File: src/rtl/branch_redirect_ctrl.sv
// Frontend redirect sequencer: boot vector, branch mispredicts and traps -> flush window -> fetch handshake.
// Optional perf counters enabled by defining BRANCH_REDIRECT_PERF_EN.
module branch_redirect_ctrl #(
  parameter int unsigned              AWIDTH       = 30,
  parameter int unsigned              FLUSH_CYCLES = 2,
  parameter logic [AWIDTH-1:0]        RESET_VEC    = '0
) (
  input  logic              clk,
  input  logic              reset,
  input  logic              br_jump,
  input  logic [AWIDTH-1:0] br_jump_vec,
  input  logic              trap_req,
  input  logic [AWIDTH-1:0] trap_vec,
  input  logic              fetch_ready,
  output logic              redir_valid,
  output logic [AWIDTH-1:0] redir_vec,
  output logic              flush,
  output logic              issue_hold,
  output logic [31:0]       cnt_redirects,
  output logic [31:0]       cnt_hold
);

  localparam int unsigned CW = (FLUSH_CYCLES < 1) ? 1 : $clog2(FLUSH_CYCLES + 1);
  localparam logic [CW-1:0] CNT_RELOAD = CW'((FLUSH_CYCLES < 1) ? 0 : FLUSH_CYCLES - 1);

  if (FLUSH_CYCLES < 1) begin : g_bad_flush_cycles
    $error("branch_redirect_ctrl: FLUSH_CYCLES must be >= 1");
  end

  typedef enum logic [1:0] {
    ST_BOOT,
    ST_IDLE,
    ST_FLUSH,
    ST_REDIRECT
  } state_e;

  state_e            state_q;
  logic              redir_valid_q;
  logic [AWIDTH-1:0] redir_vec_q;
  logic              flush_q;
  logic [CW-1:0]     cnt_q;

  // Redirect sequencer; a trap always wins and restarts the flush window.
  always_ff @(posedge clk or posedge reset) begin
    if (reset) begin
      state_q       <= ST_BOOT;
      redir_valid_q <= 1'b0;
      redir_vec_q   <= RESET_VEC;
      flush_q       <= 1'b0;
      cnt_q         <= '0;
    end else begin
      case (state_q)
        ST_BOOT: begin
          redir_valid_q <= 1'b1;
          redir_vec_q   <= RESET_VEC;
          state_q       <= ST_REDIRECT;
        end
        ST_IDLE: begin
          if (trap_req || br_jump) begin
            redir_vec_q <= trap_req ? trap_vec : br_jump_vec;
            flush_q     <= 1'b1;
            cnt_q       <= CNT_RELOAD;
            state_q     <= ST_FLUSH;
          end
        end
        ST_FLUSH: begin
          if (trap_req) begin
            redir_vec_q <= trap_vec;
            cnt_q       <= CNT_RELOAD;
          end else if (cnt_q != '0) begin
            cnt_q <= cnt_q - CW'(1);
          end else begin
            flush_q       <= 1'b0;
            redir_valid_q <= 1'b1;
            state_q       <= ST_REDIRECT;
          end
        end
        ST_REDIRECT: begin
          // With a same-cycle handshake the current redirect retires, then the trap starts fresh.
          if (trap_req) begin
            redir_valid_q <= 1'b0;
            redir_vec_q   <= trap_vec;
            flush_q       <= 1'b1;
            cnt_q         <= CNT_RELOAD;
            state_q       <= ST_FLUSH;
          end else if (fetch_ready) begin
            redir_valid_q <= 1'b0;
            state_q       <= ST_IDLE;
          end
        end
        default: state_q <= ST_BOOT;
      endcase
    end
  end

  assign redir_valid = redir_valid_q;
  assign redir_vec   = redir_vec_q;
  assign flush       = flush_q;
  assign issue_hold  = (state_q != ST_IDLE);

`ifdef BRANCH_REDIRECT_PERF_EN
  logic [31:0] cnt_redirects_q;
  logic [31:0] cnt_hold_q;

  always_ff @(posedge clk or posedge reset) begin
    if (reset) begin
      cnt_redirects_q <= '0;
      cnt_hold_q      <= '0;
    end else begin
      if (redir_valid_q && fetch_ready) cnt_redirects_q <= cnt_redirects_q + 32'd1;
      if (issue_hold)                   cnt_hold_q      <= cnt_hold_q + 32'd1;
    end
  end

  assign cnt_redirects = cnt_redirects_q;
  assign cnt_hold      = cnt_hold_q;
`else
  assign cnt_redirects = 32'h0;
  assign cnt_hold      = 32'h0;
`endif

`ifndef SYNTHESIS
  // The branch unit must never request a redirect while issue is held.
  always @(posedge clk) begin
    if (!reset) begin
      assert (!(br_jump && issue_hold))
        else $error("branch_redirect_ctrl: br_jump asserted while issue_hold=1");
    end
  end
`endif

endmodule

File: config.mk
export PLATFORM = sky130hd
export DESIGN_NAME = branch_redirect_ctrl
export DESIGN_NICKNAME = d
export VERILOG_FILES = /design/src/rtl/branch_redirect_ctrl.sv
export SDC_FILE = /design/constraint.sdc
export NUM_CORES = 1
export LEC_CHECK = 0
export CORE_MARGIN = 2
export CORE_UTILIZATION = 30
export DETAILED_ROUTE_END_ITERATION = 8
export PLACE_DENSITY_LB_ADDON = 0.25
export SLEW_MARGIN = 10
export SYNTH_ARGS = -nofsm -noshare
export SYNTH_HDL_FRONTEND = slang
export SYNTH_SLANG_ARGS = --single-unit
export TNS_END_PERCENT = 50
File: constraint.sdc
create_clock -name clk -period 4.9 [get_ports clk]
set_clock_uncertainty 0.2 [all_clocks]
set_input_delay 0.98 -clock clk [delete_from_list [all_inputs] [get_ports clk]]
set_output_delay 0.98 -clock clk [all_outputs]
set_load 0.02 [all_outputs]
==> impl_metrics.toml <==
[status]
status = "complete, no violations"

[critical_path]
criticalPathCategory = "primary input to flop"
max_stage_delay_ps = 560
r2r_cells = 5
critPathArrivalTime_ps = 2720
cp.required_ps = 4920
setup.worst_path.start_class = "primary input"
cp_num_buf_inv = 2
cp_top_family = "buffers and inverters"
cp_max_fo = 16
cp-end-kind = "flop"
r2r_slack_ps = 2670
path_cells = "clkdlybuf4s50_1 > nor2b_1 > o21bai_2 > buf_4 > o221a_1"
timing.rr.end = "redir_vec[5]"
reg2reg_from = "state_q[0]"
slowest_stage = "clkdlybuf4s50_1"

[drt]
vias = 1873
avgViaCountPerCell = 4.31
drtIter0Drc = 28
wl_per_cell_um = 13.8
remaining_drc_errors = 0
ant_nets = 0
wl_um = 5980
firstDrtPassIters = 4

[finish]
syn2layout_area_growth_pct = 35.6
final_cell_mix = "97 x clkdlybuf4s50_1, 64 x conb_1, 36 x dfrtp_1, 29 x o21a_1, 29 x o221a_1"
fin_cells = 435
diodes = 0
final_area_mm2 = 0.00335
layout_commonest_cell = "clkdlybuf4s50_1"
fin_util = 0.414
finalNetCount = 395
drive_gt1_frac = 0.0545

[worst_hold_path]
min_to = "cnt_q[1]"
hp-start = "cnt_q[1]"
holdPathStages = 1
worstHoldPathType = "flop to flop"

[power_and_ir_drop]
power_uw = 1360
power.switching_uw = 499
swShare = 0.367
ir_worst_vdd_v = 0.000171
clkPwrFrac = 0.187
seqPwrFrac = 0.314
combPwrFrac = 0.499
p_int_uw = 862
power.density_mw_per_mm2 = 406
p_leak_uw = 0.00140

[yosys]
synth_cell_type_count = 27
synthFlopType = "dfrtp_1"
syn_area_per_cell_um2 = 10.3
synth_edf_count = 0
syn_inst = 239
synth-seq-cells = 36
yosys_warnings = 0
ys_seq_area_frac = 0.365
synth.cell_area_mm2 = 0.00247
synth-async-reset-ratio = 1.00

[clock_network]
numCtsBuffers = 5
ctsResizeCount = 0
clk_path_buf_depth = 2
cts_root_buf = "clkbuf_8"
worst_skew_pair.late_latency_ps = 290
post_cts_buffers = 0
htreeDepth = 2
clock_sinks = 36
path_clk_slew_ps = 80
hold_buffers = 0
cts_tree = "built"

[floorplanning]
initial_utilization = 0.305
dieArea_mm2 = 0.00897
rows = 33
fp.dieW_um = 94.7
ioPinCount = 162
coreArea_mm2 = 0.00809
die_h_um = 94.7

[global_routing]
track_usage = 0.132
antenna_found_initial = 0
gr-total-overflow = 0
grt_pass1_wl_um = 9190
grt_pass1_vias = 1837
grt_max_degree = 41

[timing]
rsz0062_at_grt = "no"
post-route-period-util = 0.552
period_minus_slack_ps = 2700
setup_viol = 0
worst_pin_slew_ps = 659
setup_tns_ps = 0
hold_viol = 0
slew_headroom = 0.560
fmax_mhz = 370
slew_viol_final = 0

[job]
cap_violations = 0

[placed_design]
postPlaceCellArea_mm2 = 0.00324
detailed_place_hpwl_um = 4130
gp_congestion = 0.668
port_buffers = 97
dp_cells = 427
[routing by layer]
layer,vias to the layer above,GRT usage,part of all wire
met2,95,0.215,0.47
met1,881,0.171,0.44
li1,890,-,-
met3,7,0.0391,0.090
met4,0,0.0326,0.0085
met5,-,0,0
[synthesized netlist by cell type (2+ instances only)]
master,instances,share of area
o22a_1,2,0.0071
buf_2,3,0.0061
or2b_1,2,0.0061
a21oi_1,4,0.0081
nor2b_1,2,0.0051
clkbuf_1,5,0.0076
nand2b_1,28,0.071
inv_1,7,0.011
o221a_1,29,0.13
buf_4,69,0.21
buf_6,5,0.023
dfrtp_1,36,0.36
nor2_1,3,0.0046
o21a_1,29,0.088
o21ai_1,2,0.0041
nand2_1,2,0.0030
[power groups by stage]
stage / Combinational [uW] / Clock, uW / Sequential (uW)
after floorplan: 391 / 0 / 515
after global placement: 668 / 0 / 434
after detailed placement: 684 / 0 / 432
after CTS: 685 / 262 / 428
after global routing: 730 / 280 / 439
final: 679 / 255 / 428
[logic make-up after synthesis]
family,after synthesis,synth area share
buffers and inverters,89,0.257
AND/OR/NAND/NOR,41,0.109
AO/OA/AOI/OAI,71,0.263
adder cells (fa/ha/maj),1,0.00507
other,1,0.00152
flip-flops,36,0.365
[worst max path at each step]
| stage | from | endpoint | slack, ps | depth (start not counted) |
|---|---|---|---|---|
| 3_3_place_gp | trap_req | cnt_q[0] | 1940 | 5 |
| 4_1_cts | br_jump | redir_vec[6] | 2210 | 5 |
| 6_report | br_jump | redir_vec[5] | 2200 | 5 |
| 5_1_grt | br_jump | redir_vec[6] | 2120 | 5 |
| 3_5_place_dp | trap_req | cnt_q[0] | 1900 | 5 |
| 2_1_floorplan | state_q[1] | issue_hold | 2790 | 3 |
[sequential cells by signal, indices dropped and copies added, names as in the netlist]
register,flops
redir_vec,30
flush,1
state_q,2
redir_valid,1
cnt_q,2
[metrics by stage]
step / worst slack [ps] / hold slack (ps)
final: 2200 / 311
after global routing: 2120 / 357
after CTS: 2210 / 313
after detailed placement: 1900 / 289
after global placement: 1940 / 283
after floorplan: 2790 / 269
[worst register-to-register path, stage by stage (launching register included)]
cell	delay, ps
dfrtp_1	380
buf_4	280
nor2b_1	210
o21bai_2	530
buf_4	360
o221a_1	220
[cell type report]
type | instances | area [um^2]
Tap cell | 105 | 131
Multi-Input combinational cell | 177 | 1170
Fill cell | 808 | 4740
Clock inverter | 2 | 35.0
Sequential cell | 36 | 901
Timing Repair Buffer | 102 | 1010
Inverter | 7 | 26.3
Clock buffer | 6 | 72.6
Note: power is estimated with default switching activity, not from simulation.
